### src/rtl/fp_align_pkg.sv
// Shared constants and types for the fp_align operand alignment stage.
package fp_align_pkg;
    localparam int EW      = 8;
    localparam int MW      = 28;
    localparam int UW      = 1 + EW + MW;
    localparam int SGN     = 36;
    localparam int EXP_HI  = 35;
    localparam int EXP_LO  = 28;
    localparam int MANT_HI = 27;

    // Exponent value marking Inf/NaN operands
    localparam logic [EW-1:0] EXP_SPECIAL = 8'hFF;

    // Distances at or beyond this collapse the mantissa to a lone sticky bit
    localparam logic [EW-1:0] BIG_SHIFT = 8'd27;

    typedef enum logic [1:0] {
        ST_IDLE  = 2'd0,
        ST_SHIFT = 2'd1,
        ST_HOLD  = 2'd2
    } state_t;
endpackage

### src/rtl/fp_align_if.sv
// Operand/result handshake bundle for fp_align.
interface fp_align_if;
    import fp_align_pkg::*;

    logic          in_valid;
    logic          in_ready;
    logic [31:0]   A;
    logic [31:0]   B;
    logic          out_valid;
    logic          out_ready;
    logic [UW-1:0] NA;
    logic [UW-1:0] NB;
    logic          out_spec;

    modport master (
        output in_valid, A, B, out_ready,
        input  in_ready, out_valid, NA, NB, out_spec
    );

    modport slave (
        input  in_valid, A, B, out_ready,
        output in_ready, out_valid, NA, NB, out_spec
    );
endinterface

### src/rtl/fp_unpack.sv
// Combinational IEEE-754 single -> {sign, eff_exp, mant[27:0]} unpacker.
module fp_unpack
    import fp_align_pkg::*;
(
    input  logic [31:0]   word,
    output logic [UW-1:0] unp
);
    logic [EW-1:0] exp_raw;
    logic [22:0]   frac;

    assign exp_raw = word[30:23];
    assign frac    = word[22:0];

    // Denormals/zero get effective exponent 1 and no hidden bit
    always_comb begin
        if (exp_raw != '0) begin
            unp = {word[31], exp_raw, 2'b01, frac, 3'b000};
        end else begin
            unp = {word[31], 8'd1, 2'b00, frac, 3'b000};
        end
    end
endmodule

### src/rtl/fp_align.sv
// Iterative exponent alignment: shifts the smaller-exponent mantissa right
// with sticky until both operands share the larger exponent.
module fp_align
    import fp_align_pkg::*;
#(
    parameter int SHIFT_STEP = 4
) (
    input  logic       clk,
    input  logic       rst,
    fp_align_if.slave  bus
);
    localparam logic [4:0] STEP5 = 5'(SHIFT_STEP);

    logic [UW-1:0] ua, ub;
    state_t        state_q, state_d;
    logic [UW-1:0] na_q, na_d, nb_q, nb_d;
    logic          spec_q, spec_d;
    logic [4:0]    cnt_q, cnt_d;
    logic          tgt_b_q, tgt_b_d;
    logic          in_ready, out_valid, accept;
    logic [EW-1:0] ea, eb, emax, diff;
    logic          a_small, acc_spec;
    state_t        acc_state;
    logic [4:0]    step_amt;

    // Right shift by s; every bit pushed out (old bit0 included) ORs into new bit0
    function automatic logic [MW-1:0] sticky_shr(input logic [MW-1:0] m, input logic [4:0] s);
        logic [MW-1:0] lost_mask;
        lost_mask  = ~({MW{1'b1}} << s);
        sticky_shr = (m >> s) | {{(MW-1){1'b0}}, |(m & lost_mask)};
    endfunction

    // Shift distance large enough that only the sticky survives
    function automatic logic [MW-1:0] collapse(input logic [MW-1:0] m);
        collapse = {{(MW-1){1'b0}}, |m};
    endfunction

    fp_unpack u_unpack_a (.word(bus.A), .unp(ua));
    fp_unpack u_unpack_b (.word(bus.B), .unp(ub));

    // Decode the incoming pair: exponent distance, target side, special flag
    always_comb begin
        ea        = ua[EXP_HI:EXP_LO];
        eb        = ub[EXP_HI:EXP_LO];
        a_small   = (ea < eb);
        diff      = a_small ? (eb - ea) : (ea - eb);
        emax      = a_small ? eb : ea;
        acc_spec  = (ea == EXP_SPECIAL) || (eb == EXP_SPECIAL);
        acc_state = (acc_spec || diff == '0 || diff >= BIG_SHIFT) ? ST_HOLD : ST_SHIFT;
        step_amt  = (cnt_q < STEP5) ? cnt_q : STEP5;
    end

    // State register and datapath flops
    always_ff @(posedge clk) begin
        if (rst) begin
            state_q <= ST_IDLE;
            na_q    <= '0;
            nb_q    <= '0;
            spec_q  <= 1'b0;
            cnt_q   <= '0;
            tgt_b_q <= 1'b0;
        end else begin
            state_q <= state_d;
            na_q    <= na_d;
            nb_q    <= nb_d;
            spec_q  <= spec_d;
            cnt_q   <= cnt_d;
            tgt_b_q <= tgt_b_d;
        end
    end

    // Next-state logic; a HOLD drain may chain straight into a new pair
    always_comb begin
        state_d = state_q;
        unique case (state_q)
            ST_IDLE:  if (accept) state_d = acc_state;
            ST_SHIFT: if (cnt_q <= STEP5) state_d = ST_HOLD;
            ST_HOLD:  if (bus.out_ready) state_d = accept ? acc_state : ST_IDLE;
            default:  state_d = ST_IDLE;
        endcase
    end

    // Handshake outputs
    always_comb begin
        out_valid = (state_q == ST_HOLD);
        in_ready  = ~rst & ((state_q == ST_IDLE) | ((state_q == ST_HOLD) & bus.out_ready));
        accept    = bus.in_valid & in_ready;
    end

    // Operand capture on accept, one sticky shift step per SHIFT cycle
    always_comb begin
        na_d    = na_q;
        nb_d    = nb_q;
        spec_d  = spec_q;
        cnt_d   = cnt_q;
        tgt_b_d = tgt_b_q;
        if (accept) begin
            na_d    = ua;
            nb_d    = ub;
            spec_d  = acc_spec;
            cnt_d   = '0;
            tgt_b_d = ~a_small;
            if (!acc_spec) begin
                na_d[EXP_HI:EXP_LO] = emax;
                nb_d[EXP_HI:EXP_LO] = emax;
                if (diff >= BIG_SHIFT) begin
                    if (a_small) na_d[MANT_HI:0] = collapse(ua[MANT_HI:0]);
                    else         nb_d[MANT_HI:0] = collapse(ub[MANT_HI:0]);
                end else begin
                    cnt_d = diff[4:0];
                end
            end
        end else if (state_q == ST_SHIFT) begin
            if (tgt_b_q) nb_d[MANT_HI:0] = sticky_shr(nb_q[MANT_HI:0], step_amt);
            else         na_d[MANT_HI:0] = sticky_shr(na_q[MANT_HI:0], step_amt);
            cnt_d = cnt_q - step_amt;
        end
    end

    assign bus.in_ready  = in_ready;
    assign bus.out_valid = out_valid;
    assign bus.NA        = na_q;
    assign bus.NB        = nb_q;
    assign bus.out_spec  = spec_q;
endmodule

### src/flat_wrapper.sv
// flat-port wrapper written by rule: the top's interface ports become plain ports
module fp_align_flat import fp_align_pkg::*;
#(
    parameter int SHIFT_STEP = 4
)
  (clk, rst, bus_in_valid, bus_A, bus_B, bus_out_ready, bus_in_ready, bus_out_valid, bus_NA, bus_NB, bus_out_spec);
  fp_align_if bus_i ();
  input  logic clk;
  input  logic rst;
  input wire logic [$bits(bus_i.in_valid)-1:0] bus_in_valid;
  input wire logic [$bits(bus_i.A)-1:0] bus_A;
  input wire logic [$bits(bus_i.B)-1:0] bus_B;
  input wire logic [$bits(bus_i.out_ready)-1:0] bus_out_ready;
  output wire logic [$bits(bus_i.in_ready)-1:0] bus_in_ready;
  output wire logic [$bits(bus_i.out_valid)-1:0] bus_out_valid;
  output wire logic [$bits(bus_i.NA)-1:0] bus_NA;
  output wire logic [$bits(bus_i.NB)-1:0] bus_NB;
  output wire logic [$bits(bus_i.out_spec)-1:0] bus_out_spec;
  assign bus_i.in_valid = bus_in_valid;
  assign bus_i.A = bus_A;
  assign bus_i.B = bus_B;
  assign bus_i.out_ready = bus_out_ready;
  assign bus_in_ready = bus_i.in_ready;
  assign bus_out_valid = bus_i.out_valid;
  assign bus_NA = bus_i.NA;
  assign bus_NB = bus_i.NB;
  assign bus_out_spec = bus_i.out_spec;
  fp_align #(.SHIFT_STEP(SHIFT_STEP)) u_core (.clk(clk), .rst(rst), .bus(bus_i));
endmodule
### config.mk
export PLATFORM = sky130hd
export DESIGN_NAME = fp_align_flat
export DESIGN_NICKNAME = d
export VERILOG_FILES = /design/src/rtl/fp_align_pkg.sv /design/src/rtl/fp_align_if.sv /design/src/rtl/fp_unpack.sv /design/src/rtl/fp_align.sv /design/src/flat_wrapper.sv
export SDC_FILE = /design/constraint.sdc
export NUM_CORES = 1
export LEC_CHECK = 0
export CELL_PAD_IN_SITES_DETAIL_PLACEMENT = 2
export CELL_PAD_IN_SITES_GLOBAL_PLACEMENT = 2
export CORE_MARGIN = 5
export CORE_UTILIZATION = 30
export CTS_CLUSTER_DIAMETER = 150
export DETAILED_ROUTE_END_ITERATION = 6
export PLACE_DENSITY_LB_ADDON = 0.1
export SETUP_SLACK_MARGIN = 0.2
export SYNTH_ARGS = -nofsm -noshare
export SYNTH_HDL_FRONTEND = slang
export SYNTH_SLANG_ARGS = --single-unit
### constraint.sdc
create_clock -name clk -period 3.98 [get_ports clk]
set_input_delay 0.796 -clock clk [delete_from_list [all_inputs] [get_ports clk]]
set_output_delay 0.796 -clock clk [all_outputs]
set_load 0.05 [all_outputs]
==> summary.md, run 1 <==
| Metric | Value |
|---|---|
| Post-route DRC | 0 |
| Post-synthesis compound-gate area fraction | 27.0% |
| Period Utilization, post-route | between 90 and 100% |
| Startpoint Class | input port |
| Post-route total power | 0.00331 W |
| CORE AREA | 21000 um2 |
| Standby leakage power | around 3.3 nW |
| Mapped Area | ~6400 um2 |
| Initial core utilization | between 30% and 40% |
| Cell family with most CP delay | simple AND/OR/NAND/NOR gates |
| Clock Root Buffer | clkbuf_16 |
| XOR/XNOR Fraction of Synth Area | less than 1% |
| Synth Instances | ~800 |
| CP required | 4.27 ns |
| Count leader, synth | a21oi_1 |
| Pin count of the biggest net entering global routing | 54 |
| Area growth from synthesis to layout | 40.4% |
| Latest clock arrival within the worst-skew pair | 0.36 ns |
| Clk slew on worst S/H paths | 0.06 ns |
| Synth Net Count | between 800 and 900 |
| Vias in the first global route | 7984 |
| CP max stage delay | roughly 0.40 ns |
| Remaining global-route overflow | 0 |
| Mux cell area share after synthesis | 18.5% |
| Clock Skew | between 0.01 and 0.015 ns |
| Max cap viols | 0 |
| R2R depth | 8 |
| Design area | approximately 9000 um2 |
| Post-DP Area | 8330 um2 |
| Crit-path slowest cell | or3_4 |
| Crit-path cells | dlygate4sd2_1 > nor4_4 > a21oi_2 > inv_1 > ha_1 > inv_1 > fa_2 > a21o_1 > a21oi_2 > nor2_1 > or3_4 > o2111ai_2 > and4_4 > buf_6 > o31ai_4 > buf_6 > buf_12 > nor2_1 |
| Adder-cell share of the synthesized area | between 3 and 4% |
| Drt via density | around 5.8 |
| Ratio of cells with drive above 1 in the final layout | a little under a fifth |
| RR Endpoint | u_core.bus.NA[0] |
| Distinct cells, synth | between 60 and 70 |
| FMAX | between 200 and 300 MHz |
| Post-synth ARST share | 0% |
| RSZ-0062 raised after global routing | false |
| First drt pass iteration count | 5 |
| Clock sinks | 83 |
| Synth Area in Simple Gates | ~18% |
| Post-DR wirelength/cell | 23.5 um |
| Row cnt | between 50 and 60 |
| Pins Over Slew Limit | 0 |
| Hold Vio Cnt, Final | 0 |
| Worst-path fanout max | 6 |
| I/O pin total | 145 |
| PD cells | between 300 and 400 nW/um2 |
| Status | finished clean |
| Setup crit end kind | flop |
| Largest family of logic cells by synthesized area | compound AO/OA/AOI/OAI gates |
| Worst-case clock buffer depth | 2 |
| Initial antenna violation count | 0 |
| Relative slew slack | between 20% and 30% |
| IO Port Bufs | about 140 |
| TritonCTS Buffers | 9 |
| Buf+Inv Stages, Crit Path | 6 |
| Syn avg cell area | just over 8 um2 |
| Die footprint | roughly 24000 um2 |
| Critical Path AT | approximately 4.0 ns |
| Yosys Warn Count | 0 |
| Die Y | approximately 160 um |
| Hold Path Origin | u_core.bus.NA[36] |
| Hold WC Path Type | reg -> reg |
| First-pass GRT wire length | about 45000 um |
| CTS tree | built |
| Diode count | 0 |
| Hold Path Depth | 2 |
| Reg2Reg Setup Slack | approximately 1.3 ns |
| Critical path class | in -> reg |
| DRT iter0 DRCs | between 300 and 400 |
| Most used DFF post-synth | dfxtp_1 |
| Crit path time final | 3.68 ns |
| Final number of setup-violating endpoints | 0 |
| Measured slew at the worst slew-check pin | roughly 1.1 ns |
| Post-synth EDFFs | 0 |
| Total Wirelength | slightly below 30000 um |
| Final Wtd Congestion | ~0.84 |
| Util after Layout | 42.8% |
| Top cells by area, synth | dfxtp_1 (26%), mux4_2 (13%), a21oi_1 (8.7%) |
| Reg2reg start | u_core.cnt_q[2] |
| WHS Endpoint | u_core.bus.NA[36] |
| Total GRT Usage | between 20% and 30% |
| Seq/Total Area, Yosys | between 20% and 30% |
| Max rail drop VDD | 0.169 mV |
| Final layout net count | approximately 1000 |
| Synth area leader | dfxtp_1 |
| Detailed Place HPWL | between 20000 and 25000 um |
| Die width | 156 um |
| Flip-flop and latch count after synthesis | 83 |
| Hold Slack | between 0.4 and 0.5 ns |
| Post-route ant nets | 0 |
| Top-area cell type share of the netlist area | approximately a quarter |
| CTS HTree Levels | 3 |
| Post-synth top cells | a21oi_1 (112), dfxtp_1 (83), nand2_1 (83) |
| Vias | slightly above 7000 |
## how the worst max path moves through the flow
stage          startpoint           endpoint  slack (ns)  cells after the start
4_1_cts         bus_A[24]  u_core.bus.NB[16]        0.20                     17
5_1_grt         bus_A[23]  u_core.bus.NB[26]        0.15                     16
6_report        bus_A[23]  u_core.bus.NB[22]        0.30                     18
3_5_place_dp    bus_A[26]   u_core.bus.NB[9]       -0.74                     17
2_1_floorplan   bus_A[26]  u_core.bus.NB[26]        0.43                     15
3_3_place_gp    bus_A[26]   u_core.bus.NB[6]       -0.48                     17
## cell usage in the layout, fill, tap and decap left out, types with 8 or more instances in the layout
| cell type | count |
|---|---|
| a211oi_1 | 18 |
| a21oi_1 | 109 |
| a21oi_2 | 9 |
| a221o_1 | 11 |
| a31oi_1 | 10 |
| buf_4 | 70 |
| clkbuf_16 | 9 |
| clkdlybuf4s50_1 | 127 |
| dfxtp_1 | 82 |
| ha_1 | 15 |
| inv_1 | 24 |
| mux2i_1 | 30 |
| mux4_2 | 37 |
| nand2_1 | 82 |
| nand3_1 | 16 |
| nand4_1 | 11 |
| nor2_1 | 74 |
| nor2b_1 | 8 |
| nor4_1 | 17 |
| o21ai_0 | 57 |
## cells by family after synthesis
kind of cell / count (synthesis)
AO/OA/AOI/OAI: 274
XOR/XNOR: 3
adder cells (fa/ha/maj): 18
buffers and inverters: 97
flip-flops: 83
multiplexers: 72
other: 1
AND/OR/NAND/NOR: 247
## layer usage
metal | wire (um) | share of wire (%) | track usage (%)
met5 | 0 | 0 | 0
met4 | 744 | 2.6 | 7.48
met3 | 1190 | 4.1 | 3.84
met2 | 15400 | 53 | 42.5
met1 | 11700 | 40 | 28.0
## what timing repair did
action | CTS | global route
cloned | 1 | 0
gates resized for setup | 34 | 20
pin swaps | 20 | 14
hold buffers | 0 | 0
setup endpoints to repair | 57 | 58
setup buffers | 22 | 2
## stage by stage
step	instances	worst slack, ns	setup TNS (ns)
after floorplan	795	0.426	0
after global placement	1196	-0.483	-24.06
after detailed placement	1196	-0.737	-38.26
after CTS	1235	0.203	0
after global routing	1237	0.147	0
final	1237	0.299	0
## final cells by class
type | count | area, um2
multi-input combinational | 615 | 4450
sequential | 83 | 1660
timing repair buffer | 223 | 2140
tap | 275 | 344
clock inverter | 7 | 83.8
fill | 2294 | 12000
clock buffer | 9 | 225
inverter | 25 | 93.8
## report_power, final
group,leakage (nW),internal (W),switching [W]
Clock,0.149,0.000498,0.000399
Sequential,0.679,0.000907,0.000120
Combinational,2.51,0.000548,0.000840
## state kept, by name (all words and copies together), names as in the netlist
name and cells:
u_core.cnt_q 5, u_core.bus.NA 37, u_core.bus.NB 37, u_core.bus.out_spec 1, u_core.tgt_b_q 1, u_core.state_q 2
## worst reg2reg max path, delay by kind of cell, from the launching register on
kind	cells	cell delay [ns]
AO/OA/AOI/OAI	2	0.43
buffers and inverters	1	0.47
flip-flops	1	0.39
multiplexers	1	0.46
AND/OR/NAND/NOR	4	0.85
No activity file was read; power rests on OpenSTA's default activity.
==> run 2, diff against run 1 <==
- GPL_TIMING_DRIVEN: not set -> 0
==> run 2 against run 1 <==
  * Via count up 2.2%
  * Sequential share of layout area up 0.50 points
  * Utilization down 1.2 points
  * Count of clock-buffer cells in the layout unchanged
  * Total power up 1.2%
  * Die area unchanged
  * Fmax up 0.15%
  * Cell count up 0.97%
  * Clock power up 3.5%
  * Sequential power about the same
  * Critical path type unchanged
  * Critical endpoint is now u_core.bus.NB[26]
  * Largest power group unchanged
  * Highest routed layer unchanged
==> summary.md, run 2 (same netlist as run 1, synthesis figures left out) <==
| Metric | Value |
|---|---|
| Pre-CTS WS | -1.28 ns |
| Post-DP Area | 8200 um2 |
| Critical Path AT | approximately 3.9 ns |
| Clock Root Buffer | clkbuf_16 |
| Met3 GRT Util | 3.48% |
| Relative slew slack | 40.1% |
| Hold WC Path Type | reg -> reg |
| Hold Slack | 0.469 ns |
| Row cnt | 53 |
| I/O pin total | approximately 150 |
| Initial core utilization | 30.5% |
| Remaining global-route overflow | 0 |
| Post-route ant nets | 0 |
| GR Util met2 | between 40% and 50% |
| FILL cells | between 2000 and 2500 |
| CTS tree | built |
| Commonest non-fill, non-tap cell in the layout | clkdlybuf4s50_1 |
| CP required | 4.24 ns |
| Final layout net count | approximately 1100 |
| Detailed Place HPWL | ~24000 um |
| Die width | 156 um |
| Worst-path fanout max | 5 |
| Clk slew on worst S/H paths | ~0.07 ns |
| Reg2reg start | u_core.cnt_q[1] |
| Drt via density | slightly below 6 |
| Pins Over Slew Limit | 0 |
| Measured slew at the worst slew-check pin | around 0.9 ns |
| Diode count | 0 |
| IO Port Bufs | approximately 140 |
| Status | finished clean |
| Standby leakage power | approximately 3.1 nW |
| FF+latch area | between 1500 and 2000 um2 |
| Grt peak-use layer | met2 |
| Post-route DRC | 0 |
| Max rail drop VDD | 0.218 mV |
| Post-route total power | about 0.0034 W |
| Total Wirelength | between 30000 and 40000 um |
| RSZ-0062 raised after global routing | false |
| Area growth from synthesis to layout | 36.6% |
| Final number of setup-violating endpoints | 0 |
| First drt pass iteration count | 4 |
| Hold Path Origin | u_core.bus.NA[36] |
| Hold Vio Cnt, Final | 0 |
| DRT iter0 DRCs | 411 |
| Clock sinks | slightly above 80 |
| WHS Endpoint | u_core.bus.NA[36] |
| Commonest non-fill, non-tap cells in the layout | clkdlybuf4s50_1 (128), a21oi_1 (110), nand2_1 (83), dfxtp_1 (83), nor2_1 (78) |
| FMAX | between 200 and 300 MHz |
| CTS HTree Levels | 3 |
| Die Y | 156 um |
| RR Endpoint | u_core.cnt_q[2] |
| Total GRT Usage | between 20% and 30% |
| Vias in the first global route | just over 8000 |
| Hold-fix buffers, CTS | 0 |
| Critical path class | in -> reg |
| Post-DR wirelength/cell | ~25 um |
| Pin count of the biggest net entering global routing | 17 |
| Met1 Use GR | 31.8% |
| Vias | 7299 |
| Final Wtd Congestion | 0.852 |
| First-pass GRT wire length | approximately 50000 um |
| Max cap viols | 0 |
| Startpoint Class | input port |
| Ratio of cells with drive above 1 in the final layout | between 10% and 20% |
| Initial antenna violation count | 0 |
| Crit path time final | 3.68 ns |
| Design area | roughly 8800 um2 |
| Clock Skew | slightly above 0.009 ns |
| Fin worst setup slack | ~0.30 ns |
| PD cells | 382 nW/um2 |
| Reg2Reg Setup Slack | ~0.66 ns |
| Worst-case clock buffer depth | 2 |
| Die footprint | approximately 24000 um2 |
| Setup crit end kind | flop |
| TritonCTS Buffers | 9 |
| Hold Path Depth | 2 |
| R2R depth | 10 |
| Period Utilization, post-route | about 92% |
| CORE AREA | roughly 21000 um2 |
| Latest clock arrival within the worst-skew pair | 0.36 ns |
| Area of the multi-input gates | roughly 4500 um2 |
run 2: cell count changes in the layout (fill, tap and decap cells not counted), sizes merged:
cell,change
inv,-1
buf,-37
dlymetal6s2s,-6
clkdlybuf4s15,-1
dlygate4sd2,-7
clkdlybuf4s50,+1
clkbuf,+62
clkinv,+1
run 2: cell type report:
| type | instances | share of cell area [%] |
|---|---|---|
| plain buffers | 72 | 3.88 |
| clock buffers | 9 | 2.57 |
| clock inverters | 7 | 0.985 |
| inverters | 25 | 1.07 |
| multi-input cells | 615 | 51.0 |
| flip-flops and latches | 83 | 19.0 |
| well taps | 275 | 3.93 |
| repair buffers | 163 | 17.6 |
run 2: power breakdown:
group	total [W]	internal, W	switching, W
Clock	0.000928	0.000500	0.000428
Sequential	0.00103	0.000907	0.000121
Combinational	0.00140	0.000509	0.000886
run 2: critical path: stages:
cell       delay (ns)
buf_2            0.16
nor4_4           0.32
a21oi_2          0.13
inv_1            0.07
ha_1             0.16
inv_1            0.07
fa_2             0.40
a21o_1           0.18
a21oi_2          0.18
nor2_1           0.08
or3_4            0.40
o2111ai_2        0.11
and4_4           0.29
buf_8            0.15
o211ai_1         0.11
a311oi_1         0.34
run 2: worst max path at each step:
stage / startpoint / end / cells after the start
floorplan: bus_A[26] / u_core.bus.NB[26] / 15
global placement: bus_B[28] / u_core.bus.NB[16] / 13
detailed placement: bus_B[28] / u_core.bus.NB[18] / 13
CTS: bus_A[23] / u_core.bus.NB[26] / 16
global route: bus_A[30] / u_core.bus.NB[26] / 16
finish: bus_A[30] / u_core.bus.NB[26] / 16
run 2: repair_timing:
item,4_1_cts,5_1_grt
pin swaps,17,9
hold endpoints to repair,0,0
gates resized for setup,49,37
cloned,1,0
setup buffers,16,2
endpoints found under the setup margin,73,65
run 2: metal layers:
metal / up-vias / share of wire, %
li1: 3310 / -
met1: 3768 / 42
met2: 178 / 52
met3: 43 / 3.9
met4: 0 / 1.9
met5: - / 0
run 2: metrics by stage:
stage	util (%)	std cells	setup TNS (ns)
floorplan	-	795	0
global placement	39.0	1214	-54.71
CTS	41.8	1247	0
global route	41.7	1249	0
detailed placement	39.0	1214	-64.28
finish	41.7	1249	0
==> run 3, diff against run 2 <==
- SETUP_SLACK_MARGIN: 0.2 -> 0.3
==> run 3 against run 2 <==
  * First-iteration DRC count is 11% lower
  * Routed wire length grew 1.2%
  * Fmax is 1.6% higher
  * Cell count increased by 0.32%
  * Critical endpoint unchanged
  * Largest power group unchanged
==> summary.md, run 3 (same netlist as run 1, synthesis figures left out) <==
| Metric | Value |
|---|---|
| Reg2reg start | u_core.cnt_q[1] |
| Row cnt | 53 |
| Crit path time final | roughly 3.6 ns |
| Critical path class | in -> reg |
| Startpoint Class | input port |
| Die width | between 150 and 200 um |
| Hold Path Depth | 2 |
| Vias | 7388 |
| CORE AREA | 21000 um2 |
| I/O pin total | between 100 and 150 |
| Initial antenna violation count | 0 |
| Vias in the first global route | a little over 8000 |
| Standby leakage power | between 3 and 4 nW |
| PD cells | 381 nW/um2 |
| First drt pass iteration count | 5 |
| WHS Endpoint | u_core.bus.NA[36] |
| Measured slew at the worst slew-check pin | 0.914 ns |
| Worst-case clock buffer depth | 2 |
| R2R depth | 10 |
| Clock Root Buffer | clkbuf_16 |
| Total Wirelength | around 32000 um |
| Final layout net count | roughly 1100 |
| Remaining global-route overflow | 0 |
| Crit-path slowest cell | fa_2 |
| CTS tree | built |
| Period Utilization, post-route | approximately nine tenths |
| Critical path depth | 16 |
| TritonCTS Buffers | 9 |
| Die Y | 156 um |
| Drt via density | ~5.9 |
| Post-route DRC | 0 |
| FMAX | 276 MHz |
| Hold WC Path Type | reg -> reg |
| DRT iter0 DRCs | roughly 370 |
| IO Port Bufs | 144 |
| Initial core utilization | 30.5% |
| Post-DR wirelength/cell | 25.5 um |
| Crit-path cells | clkbuf_4 > nor4_4 > a21oi_2 > inv_1 > ha_2 > inv_1 > fa_2 > a21o_1 > a21oi_2 > o21ai_0 > mux2i_1 > xor2_1 > and4_4 > buf_8 > o211ai_1 > a311oi_1 |
| Critical Path AT | 3.88 ns |
| Non-Filler Instances | 1253 |
| Max rail drop VDD | approximately 0.22 mV |
| Pins Over Slew Limit | 0 |
| Hold-fix buffers, CTS | 0 |
| Status | finished clean |
| CP max stage delay | approximately 0.4 ns |
| Pin count of the biggest net entering global routing | 17 |
| Final Wtd Congestion | around 0.85 |
| Clock Skew | 0.0106 ns |
| CTS HTree Levels | 3 |
| Detailed Place HPWL | between 20000 and 25000 um |
| Commonest non-fill, non-tap cells in the layout | clkdlybuf4s50_1 (128), a21oi_1 (109), nand2_1 (83), dfxtp_1 (83), nor2_1 (77) |
| Worst-path fanout max | 5 |
| Setup crit end kind | flop |
| Hold Vio Cnt, Final | 0 |
| Commonest non-fill, non-tap cell in the layout | clkdlybuf4s50_1 |
| Hold Path Origin | u_core.bus.NA[36] |
| Area growth from synthesis to layout | 38.2% |
| Total GRT Usage | 25.7% |
| Post-route ant nets | 0 |
| Latest clock arrival within the worst-skew pair | around 0.36 ns |
| CP required | ~4.2 ns |
| Diode count | 0 |
| Max cap viols | 0 |
| Ratio of cells with drive above 1 in the final layout | 15.6% |
| Clock sinks | 83 |
| Final number of setup-violating endpoints | 0 |
| Reg2Reg Setup Slack | 0.63 ns |
| FF+latch area | 1660 um2 |
| Relative slew slack | just under 40% |
| RSZ-0062 raised after global routing | true |
| Die footprint | about 24000 um2 |
| Area of the multi-input gates | between 4000 and 5000 um2 |
| FILL cells | roughly 2400 |
| First-pass GRT wire length | slightly below 50000 um |
| Cell family with most CP delay | compound AO/OA/AOI/OAI gates |
| Inst Count DP | roughly 1200 |
| RR Endpoint | u_core.cnt_q[2] |
| Clk slew on worst S/H paths | about 0.07 ns |
| Buf+Inv Stages, Crit Path | 4 |
| Post-route total power | 0.00337 W |
==> run 3: cell count changes in the layout (fill, tap and decap cells not counted), sizes merged <==
cell	change
clkdlybuf4s15	+1
clkbuf	-5
buf	+8
==> run 3: stage by stage <==
step                      worst slack (ns)  utilization, %  area [um2]  hold WS, ns  setup TNS [ns]
after floorplan                      0.426               -        6410        0.507               0
after global placement               -1.09            39.0        8200        0.451          -54.71
after detailed placement             -1.28            39.0        8200        0.466          -64.28
after CTS                            0.317            41.7        8770        0.475               0
after global routing                 0.223            42.2        8860        0.509               0
final                                0.362            42.2        8860        0.470               0
==> run 3: report_power, final <==
group          switching, W  internal (W)
Sequential         0.000122      0.000907
Clock              0.000428      0.000500
Combinational      0.000897      0.000520
Total               0.00145       0.00193
==> run 3: worst max path at each step <==
stage,endpoint,slack [ns],from
after floorplan,u_core.bus.NB[26],0.43,bus_A[26]
after global placement,u_core.bus.NB[16],-1.09,bus_B[28]
after detailed placement,u_core.bus.NB[18],-1.28,bus_B[28]
after CTS,u_core.bus.NB[26],0.32,bus_A[23]
after global routing,u_core.bus.NB[26],0.22,bus_A[30]
final,u_core.bus.NB[26],0.36,bus_A[30]
==> run 3: routing by layer <==
metal | track usage, % | wire length [um] | vias to the layer above
met1 | 31.7 | 13300 | 3823
met3 | 3.48 | 1230 | 49
met2 | 46.7 | 16700 | 199
li1 | - | - | 3317
met5 | 0 | 0 | -
met4 | 7.07 | 670 | 0
==> run 3: area by class of cell <==
class	instances	area share (%)
Timing Repair Buffer	167	18.1
Tap cell	275	3.88
Clock buffer	9	2.54
Inverter	25	1.06
Sequential cell	83	18.7
Clock inverter	7	0.974
Multi-Input combinational cell	615	50.9
Buffer	72	3.85
==> run 3: worst reg2reg max path, cell delays in order (launching register included) <==
cell,delay (ns)
dfxtp_1,0.37
clkbuf_1,0.50
clkbuf_1,0.62
clkbuf_1,0.52
nand2_1,0.11
ha_1,0.25
or4_1,0.47
nand4_1,0.11
a21oi_1,0.05
a31oi_1,0.14
o21ai_1,0.09
==> run 3: repair_timing <==
item	CTS	global route
buffers inserted	17	5
pin swaps	18	19
gates resized for setup	66	45
setup endpoints to repair	73	71
gates cloned	1	0
